$ cat config.mk
export PLATFORM = sky130hd
export DESIGN_NAME = sram_port_arbiter
export DESIGN_NICKNAME = d
export VERILOG_FILES = /design/src/rtl/mips_mem_pkg.sv /design/src/rtl/sram_port_arbiter_sat_counter16.sv /design/src/rtl/sram_port_arbiter.sv
export SDC_FILE = /design/constraint.sdc
export NUM_CORES = 1
export LEC_CHECK = 0
export ABC_AREA = 1
export ABC_CLOCK_PERIOD_IN_PS = 2300
export CORE_MARGIN = 4
export CORE_UTILIZATION = 45
export CTS_BUF_LIST = sky130_fd_sc_hd__clkbuf_16
export DETAILED_ROUTE_END_ITERATION = 10
export PLACE_DENSITY = 0.82
export SKIP_LAST_GASP = 1
export SYNTH_ARGS = -nofsm -noshare
export SYNTH_HDL_FRONTEND = slang
export SYNTH_SLANG_ARGS = --single-unit
$ cat constraint.sdc
create_clock -name clock -period 2.3 [get_ports clock]
set_input_delay 0.345 -clock clock [delete_from_list [all_inputs] [get_ports clock]]
set_output_delay 0.345 -clock clock [all_outputs]
set_load 0.01 [all_outputs]
$ cat src/rtl/mips_mem_pkg.sv
// mips_mem_pkg: shared state type and SRAM geometry for the SRAM port arbiter.
package mips_mem_pkg;
    typedef enum logic [1:0] {IDLE, LO, HI, DONE} state_t;
    localparam int WORD_ADDR_W = 17;
    localparam int RAM_ADDR_W  = 18;
    localparam int RAM_DATA_W  = 16;
endpackage

$ cat src/rtl/sram_port_arbiter_sat_counter16.sv
// sat_counter16: 16-bit event counter that sticks at all-ones; only built when
// SRAM_ARB_STATS_EN is defined.
`ifdef SRAM_ARB_STATS_EN
module sat_counter16 (
    input  logic        clock,
    input  logic        reset,
    input  logic        i_inc,
    output logic [15:0] o_count
);
    logic [15:0] r_count;
    always_ff @(posedge clock or negedge reset)
        if (!reset) r_count <= '0;
        else if (i_inc && r_count != '1) r_count <= r_count + 16'd1;
    assign o_count = r_count;
endmodule
`endif

$ cat src/rtl/sram_port_arbiter.sv
// sram_port_arbiter: shares one 16-bit SRAM between a fetch read port and a memory-stage
// read/write port, two half-word cycles per word. SRAM_ARB_STATS_EN adds grant statistics.
module sram_port_arbiter
    import mips_mem_pkg::*;
#(
    parameter int STARVE_MAX = 4
) (
    input  logic                   clock,
    input  logic                   reset,
    input  logic                   if_req,
    input  logic [WORD_ADDR_W-1:0] if_addr,
    output logic                   if_ack,
    output logic [31:0]            if_rdata,
    input  logic                   mem_req,
    input  logic                   mem_we,
    input  logic [WORD_ADDR_W-1:0] mem_addr,
    input  logic [31:0]            mem_wdata,
    output logic                   mem_ack,
    output logic [31:0]            mem_rdata,
`ifdef SRAM_ARB_STATS_EN
    output logic [15:0]            stat_if_grants,
    output logic [15:0]            stat_mem_grants,
    output logic [15:0]            stat_conflicts,
`endif
    output logic [RAM_ADDR_W-1:0]  ram_addr,
    output logic                   ram_wre,
    output logic [RAM_DATA_W-1:0]  ram_dout,
    output logic                   ram_dout_en,
    input  logic [RAM_DATA_W-1:0]  ram_din
);
    state_t r_state, w_next;
    logic [3:0] r_starve;
    logic r_owner_mem, r_we;
    logic [WORD_ADDR_W-1:0] r_addr;
    logic [31:0] r_wdata, r_if_rdata, r_mem_rdata;
    logic w_hold, w_arb, w_starved, w_grant_mem, w_grant_if, w_grant, w_drive;

    always_ff @(posedge clock or negedge reset)
        if (!reset) r_state <= IDLE;
        else r_state <= w_next;

    // A req still high while its own ack is out belongs to the access being finished,
    // so DONE steps back to IDLE and re-arbitrates from there.
    always_comb begin
        w_hold      = (r_state == DONE) && (r_owner_mem ? mem_req : if_req);
        w_arb       = (r_state == IDLE || r_state == DONE) && !w_hold;
        w_starved   = (r_starve == 4'(STARVE_MAX)) && if_req;
        w_grant_mem = w_arb && mem_req && !w_starved;
        w_grant_if  = w_arb && if_req && (w_starved || !mem_req);
        w_grant     = w_grant_mem || w_grant_if;
        w_next      = (r_state == LO) ? HI : (r_state == HI) ? DONE : w_grant ? LO : IDLE;
    end

    always_ff @(posedge clock or negedge reset)
        if (!reset) begin
            r_starve    <= '0;
            r_owner_mem <= 1'b0;
            r_we        <= 1'b0;
            r_addr      <= '0;
            r_wdata     <= '0;
            r_if_rdata  <= '0;
            r_mem_rdata <= '0;
        end else begin
            if (w_grant) begin
                r_owner_mem <= w_grant_mem;
                r_addr      <= w_grant_mem ? mem_addr : if_addr;
                r_we        <= w_grant_mem && mem_we;
                r_wdata     <= mem_wdata;
                r_starve    <= !(w_grant_mem && if_req) ? 4'd0 :
                               (r_starve == 4'(STARVE_MAX)) ? r_starve : r_starve + 4'd1;
            end
            if (r_state == LO && !r_we) begin
                if (r_owner_mem) r_mem_rdata[15:0] <= ram_din;
                else r_if_rdata[15:0] <= ram_din;
            end
            if (r_state == HI && !r_we) begin
                if (r_owner_mem) r_mem_rdata[31:16] <= ram_din;
                else r_if_rdata[31:16] <= ram_din;
            end
        end

    always_comb begin
        w_drive     = r_we && (r_state == LO || r_state == HI);
        ram_addr    = (r_state == LO) ? {r_addr, 1'b0} : (r_state == HI) ? {r_addr, 1'b1} : '0;
        ram_dout    = !w_drive ? '0 : (r_state == HI) ? r_wdata[31:16] : r_wdata[15:0];
        ram_wre     = !w_drive;
        ram_dout_en = w_drive;
        if_ack      = (r_state == DONE) && !r_owner_mem;
        mem_ack     = (r_state == DONE) && r_owner_mem;
    end

    assign if_rdata  = r_if_rdata;
    assign mem_rdata = r_mem_rdata;

`ifdef SRAM_ARB_STATS_EN
    sat_counter16 u_stat_if   (.clock(clock), .reset(reset), .i_inc(w_grant_if),  .o_count(stat_if_grants));
    sat_counter16 u_stat_mem  (.clock(clock), .reset(reset), .i_inc(w_grant_mem), .o_count(stat_mem_grants));
    sat_counter16 u_stat_conf (.clock(clock), .reset(reset), .i_inc(w_grant && if_req && mem_req),
                               .o_count(stat_conflicts));
`endif
endmodule

### After elaboration in Yosys (flattened, before gate mapping)

Cells that the tools add are included.

| storage, ports and cells | value |
|---|---|
| bits in registers | 121 |
| latch bits | 0 |
| memory bits (writable) | 0 |
| memory bits (read-only) | 0 |
| output and inout port bits | 102 |
| memories | 0 |

| cells by class | value |
|---|---|
| add/sub/neg operators | 1 |
| multiply operators | 0 |
| divide/modulo/power cells | 0 |
| magnitude comparators | 0 |
| equal/unequal tests | 5 |
| shifts and indexed selects | 0 |
| mux-type cells | 11 |
| bitwise logic cells | 1 |
| reduce and logical (&&, ||, !) cells | 30 |

Operators by type and width:

| cell | count |
|---|---|
| $mux W18 | 2 |
| $mux W16 | 2 |
| $mux W17 | 1 |
| $logic_and A1 B1 Y1 | 14 |
| $reduce_and A2 Y1 | 5 |
| $mux W4 | 2 |
| $logic_not A1 Y1 | 6 |
| $add A4 B1 Y4 const B | 1 |
| $eq A2 B2 Y1 const B | 2 |
| $eq A4 B3 Y1 const B | 1 |
| $logic_or A1 B1 Y1 | 4 |
| $mux W2 | 2 |
| $eq A2 B1 Y1 const B | 1 |
| $logic_not A2 Y1 | 1 |
| $mux W1 | 2 |
| $ne A2 B2 Y1 const B | 1 |
| $not A1 Y1 | 1 |

### Longest topological paths before layout

Gate-level depths: netlist (run 1).

| depth | value |
|---|---|
| word-level depth | 10 |
| depth in mapped cells | 11 |

### Worst setup path after synthesis (run 1)

Ideal clock, no wire load.

| timing | value |
|---|---|
| path type | register -> output |
| from | register r_state[0] |
| to | output ram_dout[0] |
| arrival time | 1.458 ns |
| data required time | 1.955 ns |
| slack | 0.497 ns |
| cell stages (with the launch flop) | 8 |
| buffers on the path | 2 |
| cell sequence | dfrtp_1 inv_1 ha_1 buf_2 clkinv_1 clkbuf_1 nand2_1 a21oi_1 |

| on the way | value |
|---|---|
| word-level cells in the longest chain between the ends | 4 |

Ends and longest elaborated chain:

| item | RTL line | RTL |
|---|---|---|
| start: declaration | sram_port_arbiter.sv:31 | `state_t r_state, w_next;` |
| start signal: assignment | sram_port_arbiter.sv:40 | `else r_state <= w_next;` |
| $eq A2 B1 Y1 / $eq A2 B2 Y1 (equally long branches) | sram_port_arbiter.sv:83, sram_port_arbiter.sv:85 |  |
| $logic_or A1 B1 Y1 | sram_port_arbiter.sv:83 | `w_drive = r_we && (r_state == LO \|\| r_state == HI);` |
| $logic_and A1 B1 Y1 | sram_port_arbiter.sv:83 |  |
| $mux W16 (*) | sram_port_arbiter.sv:85 | `ram_dout = !w_drive ? '0 : (r_state == HI) ? r_wdata[31:16] : r_wdata[15:0];` |
| end: declaration | sram_port_arbiter.sv:27 | `output logic [RAM_DATA_W-1:0] ram_dout,` |

Every way passes the cells marked *; elsewhere a longest branch is shown, timed or not.

### Final worst setup path (run 1)

| timing | value |
|---|---|
| from | register r_state[1] |
| to | output ram_dout[10] |

Same word-level chain as after synthesis.

==> summary.md, run 1 <==
| Metric | Value |
|---|---|
| Status | complete, no violations |
| Max-Cap Viols | 0 |
| PD cells | 1470 nW/um2 |
| R2r startpoint | r_state[0] |
| Fin crit share | 95.0% |
| Fin crit period | 2.19 ns |
| EDFF count, synth | 0 |
| Combinational share of power | 44.1% |
| Vias in the first global route | 4640 |
| Multi-input combinational cell area | 1900 um2 |
| Syn Inst Count | 661 |
| Yosys top cell area share | 57.2% |
| Synthesized area | 5290 um2 |
| DP Wirelength | 9640 um |
| CP Launch Point | r_state[1] |
| Width of the die | 116 um |
| DRT iter0 DRCs | 276 |
| Non-Filler Instances | 1012 |
| Core region area | 11500 um2 |
| Sequential Area | 3030 um2 |
| RSZ-0062 raised after global routing | no |
| WL/cell | 14.0 um |
| FF+latch count, synth | 121 |
| Layout cells sized above 1 | 6.67% |
| Slew Viols, Final | 0 |
| Post-route cell area | 8090 um2 |
| CTS clk-pin slew, worst paths | 0.05 ns |
| Hold Violations, Final | 0 |
| Antenna cell count | 0 |
| GRT overflow | 0 |
| Reg power frac | 31.7% |
| Clock network power share | 24.2% |
| Initial antenna violation count | 0 |
| Port-buffer cells | 188 |
| P_int | 0.00759 W |
| Worst Path Arrival | 1.84 ns |
| Max Freq | 0.458 GHz |
| CTS H-tree lvls | 4 |
| CP max FO | 16 |
| Switching Power | 0.00434 W |
| # rows | 39 |
| Syn nets | 755 |
| Leak | 4.28 nW |
| Clock Tree Buf Depth | 2 |
| Root buf cell | clkbuf_16 |
| Clock Sinks | 121 |
| Crit path launch type | register |
| FILL cells | 895 |
| Slew @ Worst Pin | 0.540 ns |
| Placed insts | 976 |
| Layout Nets | 950 |
| Syn-to-layout area delta | 52.9% |
| Most instantiated cells after synthesis | nand2_1 (278), dfrtp_1 (121), o21ai_0 (66) |
| Post-route ant nets | 0 |
| GP Congestion | 0.824 |
| Library cells used by synthesis | 17 |
| DRC Markers | 0 |
| Total track usage | 21.4% |
| Post-Place Cell Area | 7390 um2 |
| I/O pin count | 189 |
| Final setup skew | 0.00741 ns |
| Top-count cell post-synth | nand2_1 |
| Pin count of the biggest net entering global routing | 49 |
| Initial core utilization | 46.2% |
| Ys async rst share | 100% |
| Worst hold path class | primary input to async pin |
| Top_reg_cell synth | dfrtp_1 |
| Die area | 13600 um2 |
| Worst-Skew Late Latency | 0.40 ns |
| Crit. End Element | output pin |
| Number of detailed-route iterations in the first pass | 4 |
| Post-synth top area cell | dfrtp_1 |
| Critical path required time | 1.96 ns |
| Setup violators final | 0 |
| CTS tree | yes |
| DR vias/cell | 4.69 |
| WL final | 14200 um |
| Seq/Total Area, Yosys | 57.2% |
| Synth warn | 0 |
| First-pass GRT wire length | 22800 um |
| Synth top area cells | dfrtp_1 (57%), nand2_1 (20%), o21ai_0 (6.2%) |
| Vias | 4742 |
| Sw Share | 36.4% |
| Worst vdd ir | 0.000742 V |
| Synthesized area per cell | 8.01 um2 |
| Slew headroom | 64.0% |
| TritonCTS buffer count | 17 |
| Die Ht | 116 um |
| WS Path Type | register to output pin |
## power by group through the flow
stage	clock network, W	logic, W	registers, W
2_1_floorplan	0	0.00246	0.00396
3_3_place_gp	0	0.00520	0.00378
3_5_place_dp	0	0.00533	0.00378
4_1_cts	0.00294	0.00532	0.00378
5_1_grt	0.00303	0.00588	0.00392
6_report	0.00289	0.00526	0.00378
## path summary, 6_finish.rpt
path | to | slack (ns) | cells past startpoint
worst max-delay path | ram_dout[10] | 0.11 | 7
worst min-delay path | r_wdata[12] | 0.47 | 2
worst max register to register | r_wdata[25] | 0.47 | 8
worst min register to register | r_addr[12] | 0.48 | 2
max in group asynchronous | mem_rdata[17] | 1.18 | 3
min in group clock | r_addr[12] | 0.48 | 2
## cells in the final DEF (no fill, tap or decap), drive strengths merged
master         netlist  layout
nor2                58      58
buf                 14      17
clkinvlp             0       4
o21ai               66      66
dlygate4sd3          0       1
nand4                1       1
dfrtp              121     121
dlymetal6s2s         0       9
a21oi               17      17
clkinv               1       5
bufinv               0       5
ha                   7       7
clkbuf              15      17
nand2              280     280
xor2                 2       2
inv                 67      69
clkdlybuf4s50        0     152
nand3               12      12
dlygate4sd2          0      26
## per-layer routing
layer / routed length (um) / up-vias / track usage, %
met5: 0 / - / 0
li1: - / 2403 / -
met1: 6310 / 2162 / 28.5
met4: 115 / 0 / 5.80
met3: 1300 / 14 / 7.15
met2: 6450 / 163 / 34.0
## worst max-delay path, stage by stage (launching register included)
cell           delay, ns
dfrtp_1             0.39
buf_4               0.15
ha_4                0.17
clkinv_1            0.07
buf_6               0.16
nand2_1             0.07
a21oi_1             0.13
dlygate4sd2_1       0.30
## flip-flops by register name, indices dropped and copies added (netlist names)
signal / count
r_state: 2
r_wdata: 32
mem_rdata: 32
r_starve: 4
r_owner_mem: 1
if_rdata: 32
r_addr: 17
r_we: 1
## per-stage QoR
stage | hold WS (ns) | TNS (ns) | total power, W | setup WS [ns] | util, %
4_1_cts | 0.465 | -1.00 | 0.0120 | -0.155 | 70.3
3_5_place_dp | 0.361 | 0 | 0.00911 | 0.140 | 64.4
2_1_floorplan | 0.0494 | 0 | 0.00642 | 0.497 | -
5_1_grt | 0.476 | 0 | 0.0128 | 0.0110 | 70.6
6_report | 0.473 | 0 | 0.0119 | 0.115 | 70.6
3_3_place_gp | 0.362 | 0 | 0.00899 | 0.238 | 64.4
## timing repair
item | CTS | global route
buffers inserted | 2 | 1
hold buffers | 1 | 0
gates resized for setup | 33 | 11
endpoints found under the hold margin | 38 | 0
setup endpoints to repair | 35 | 12
## cell type report
class / instances / area share, %
Clock buffer: 17 / 5.26
Clock inverter: 15 / 2.77
Inverter: 68 / 3.15
Multi-Input combinational cell: 443 / 23.4
Sequential cell: 121 / 37.4
Tap cell: 143 / 2.21
Timing Repair Buffer: 205 / 25.8
## cell families after synthesis
kind of cell,synth area share [%]
XOR/XNOR,0.331
buffers and inverters,7.37
flip-flops,57.2
AO/OA/AOI/OAI,7.85
AND/OR/NAND/NOR,25.6
adder cells (fa/ha/maj),1.65
Note: power is estimated with default switching activity, not from simulation.
==> run 2: changes to the inputs <==
--- a/config.mk
+++ b/config.mk
@@ -7,8 +7,10 @@
 export LEC_CHECK = 0
 export ABC_AREA = 1
 export ABC_CLOCK_PERIOD_IN_PS = 2300
+export CELL_PAD_IN_SITES_DETAIL_PLACEMENT = 0
+export CELL_PAD_IN_SITES_GLOBAL_PLACEMENT = 1
 export CORE_MARGIN = 4
-export CORE_UTILIZATION = 45
+export CORE_UTILIZATION = 32
 export CTS_BUF_LIST = sky130_fd_sc_hd__clkbuf_16
 export DETAILED_ROUTE_END_ITERATION = 10
 export PLACE_DENSITY = 0.82
==> constraint.sdc (replaced) <==
create_clock -name clock -period 2.3 [get_ports clock]
set_input_delay 0.46 -clock clock [delete_from_list [all_inputs] [get_ports clock]]
set_output_delay 0.46 -clock clock [all_outputs]
set_load 0.01 [all_outputs]
==> run 2 against run 1 <==
Compared with the run above: cell count up 7.8%; sequential cell count unchanged; first-iteration DRC count down 20%; core utilization down 20 points; clock skew about the same; global-route usage down 4.8 points; non-clock buffer count up 8; final area up 0.31%; total power down 0.51%.
==> summary.md, run 2 (synthesis results as in run 1) <==
| Metric | Value |
|---|---|
| Clock Tree Buf Depth | 2 (unchanged) |
| Hold WS | 0.110 ns (-0.363 ns) |
| Final setup skew | 0.00705 ns (-0.000364 ns) |
| Die area | 18700 um2 (+38%) |
| Worst setup margin | 0.0233 ns (-0.0915 ns) |
| WL final | 15300 um (+7.6%) |
| Crit. End Element | output pin |
| Leak | 4.19 nW (-2.0%) |
| Layout Nets | 958 (+0.84%) |
| Worst vdd ir | 0.000615 V (-17%) |
| Post-route ant nets | 0 (unchanged) |
| Slew @ Worst Pin | 0.691 ns (+0.151 ns) |
| Layer with the highest usage | met2 |
| First-pass GRT wire length | 24400 um (+6.9%) |
| WL/cell | 14.0 um (-0.20%) |
| Pin count of the biggest net entering global routing | 122 (+150%) |
| CP max FO | 9 (-7) |
| Setup violators final | 0 (unchanged) |
| TNS Setup | 0 ns (unchanged) |
| Core region area | 16100 um2 (+40%) |
| Worst-Skew Late Latency | 0.41 ns (about the same) |
| Fin crit share | 99.0% (+4.0 points) |
| Vias | 4719 (-0.49%) |
| Root buf cell | clkbuf_16 |
| Layout cells sized above 1 | 9.26% (+2.6 points) |
| CTS tree | yes |
| Die Ht | 137 um (+17%) |
| TritonCTS buffer count | 17 (unchanged) |
| Non-Filler Instances | 1091 (+7.8%) |
| CTS clk-pin slew, worst paths | 0.05 ns (about the same) |
| GP Congestion | 0.790 (-4.1%) |
| Max Freq | 0.439 GHz (-4.0%) |
| Crit path launch type | register |
| Clock Sinks | 121 (unchanged) |
| DRC Markers | 0 (unchanged) |
| CTS H-tree lvls | 4 (unchanged) |
| Max-Cap Viols | 0 (unchanged) |
| Width of the die | 137 um (+17%) |
| Hold Violations, Final | 0 (unchanged) |
| DRT iter0 DRCs | 221 (-20%) |
| WS Path Type | register to output pin |
| GRT overflow | 0 (unchanged) |
| Initial core utilization | 33.0% (-13 points) |
| Total track usage | 16.7% (-4.8 points) |
| Met1 GRT Util | 21.3% (-7.1 points) |
| Fin crit period | 2.28 ns (+0.0915 ns) |
| Placement Setup Slack | 0.134 ns (-0.00696 ns) |
| Highest-count cells in the layout ignoring fill and taps | nand2_1 (278), clkdlybuf4s50_1 (150), dfrtp_1 (121), o21ai_0 (66), inv_1 (64) |
| RSZ-0062 raised after global routing | yes |
| Worst hold path class | primary input to async pin |
| Pwr Total | 0.0119 W (-0.51%) |
| I/O pin count | 189 (unchanged) |
| Most common cell after layout, fill and taps aside | nand2_1 |
| Number of detailed-route iterations in the first pass | 4 (unchanged) |
| Syn-to-layout area delta | 53.3% |
| # rows | 46 (+18%) |
| DR vias/cell | 4.33 (-7.7%) |
| Slew Viols, Final | 0 (unchanged) |
| CTS Hold Bufs | 0 (-1) |
| Placed insts | 1052 (+7.8%) |
| Critical path required time | 1.84 ns (-0.12 ns) |
| PD cells | 1460 nW/um2 (-0.82%) |
| DP Wirelength | 10300 um (+6.6%) |
| Worst Path Arrival | 1.82 ns (-0.02 ns) |
| Slew headroom | 53.9% (-10 points) |
| Vias in the first global route | 4743 (+2.2%) |
| GRT met3 Usage | 7.61% (+0.46 points) |
| Initial antenna violation count | 0 (unchanged) |
| Antenna cell count | 0 (unchanged) |
| GR Util met2 | 25.9% (-8.1 points) |
| Status | complete, no violations |
| Port-buffer cells | 188 (unchanged) |
[run 2: cell count changes in the layout (fill, tap and decap cells not counted), moves of 2 or more]
cell	delta
buf_4	+10
clkdlybuf4s15_1	+7
clkdlybuf4s50_1	-2
clkbuf_2	+16
clkinvlp_4	-2
bufinv_16	-2
dlygate4sd2_1	-18
dlymetal6s2s_1	-3
[run 2: area by class of cell]
type | instances | area, um2
fill | 1569 | 7940
multi-input combinational | 443 | 1910
tap | 216 | 270
inverter | 68 | 256
clock buffer | 17 | 425
sequential | 121 | 3030
timing repair buffer | 213 | 2070
clock inverter | 13 | 156
[run 2: worst max-delay path, cell delays in order (launching register included)]
cell           delay [ns]
dfrtp_1              0.40
buf_4                0.16
ha_4                 0.18
nor2_4               0.13
buf_12               0.13
buf_4                0.12
nor2_1               0.04
dlygate4sd2_1        0.27
[run 2: final timing paths]
kind                            start  slack (ns)           to  depth (start not counted)
setup reg to reg           r_state[0]        0.55  r_owner_mem                          7
min in group clock         r_wdata[4]        0.48   r_wdata[4]                          2
hold / removal                  reset        0.11    r_addr[9]                          2
setup / recovery           r_state[0]        0.02  ram_addr[1]                          7
max in group asynchronous       reset        1.63  r_owner_mem                          2
hold reg to reg            r_wdata[4]        0.48   r_wdata[4]                          2
[run 2: power by group]
part,leakage (nW),internal (W),switching [W]
Clock,0.281,0.00168,0.000954
Sequential,1.49,0.00319,0.000587
Combinational,2.42,0.00261,0.00285
Total,4.19,0.00748,0.00439
[run 2: stage by stage]
| step | util (%) | area, um2 |
|---|---|---|
| finish | 50.6 | 8120 |
| detailed placement | 46.7 | 7500 |
| global route | 50.6 | 8120 |
| floorplan | - | 5290 |
| CTS | 50.6 | 8130 |
| global placement | 46.7 | 7500 |
[run 2: timing repair]
action	CTS	global route
pin swaps	0	1
setup endpoints to repair	35	31
resized for setup	41	46
buffers inserted	6	3
[run 2: per-layer routing]
metal	part of all wire (%)	up-vias	wire (um)
met5	0	-	0
met4	0.87	0	132
met3	9.7	8	1480
met2	45	142	6860
met1	44	2150	6780
li1	-	2419	-
==> run 3: changes to the inputs <==
--- a/config.mk
+++ b/config.mk
@@ -15,6 +15,7 @@
 export DETAILED_ROUTE_END_ITERATION = 10
 export PLACE_DENSITY = 0.82
 export SKIP_LAST_GASP = 1
+export SLEW_MARGIN = 20
 export SYNTH_ARGS = -nofsm -noshare
 export SYNTH_HDL_FRONTEND = slang
 export SYNTH_SLANG_ARGS = --single-unit
==> results of run 3 <==
The final DEF is identical to that of run 2; final timing and power are the same.
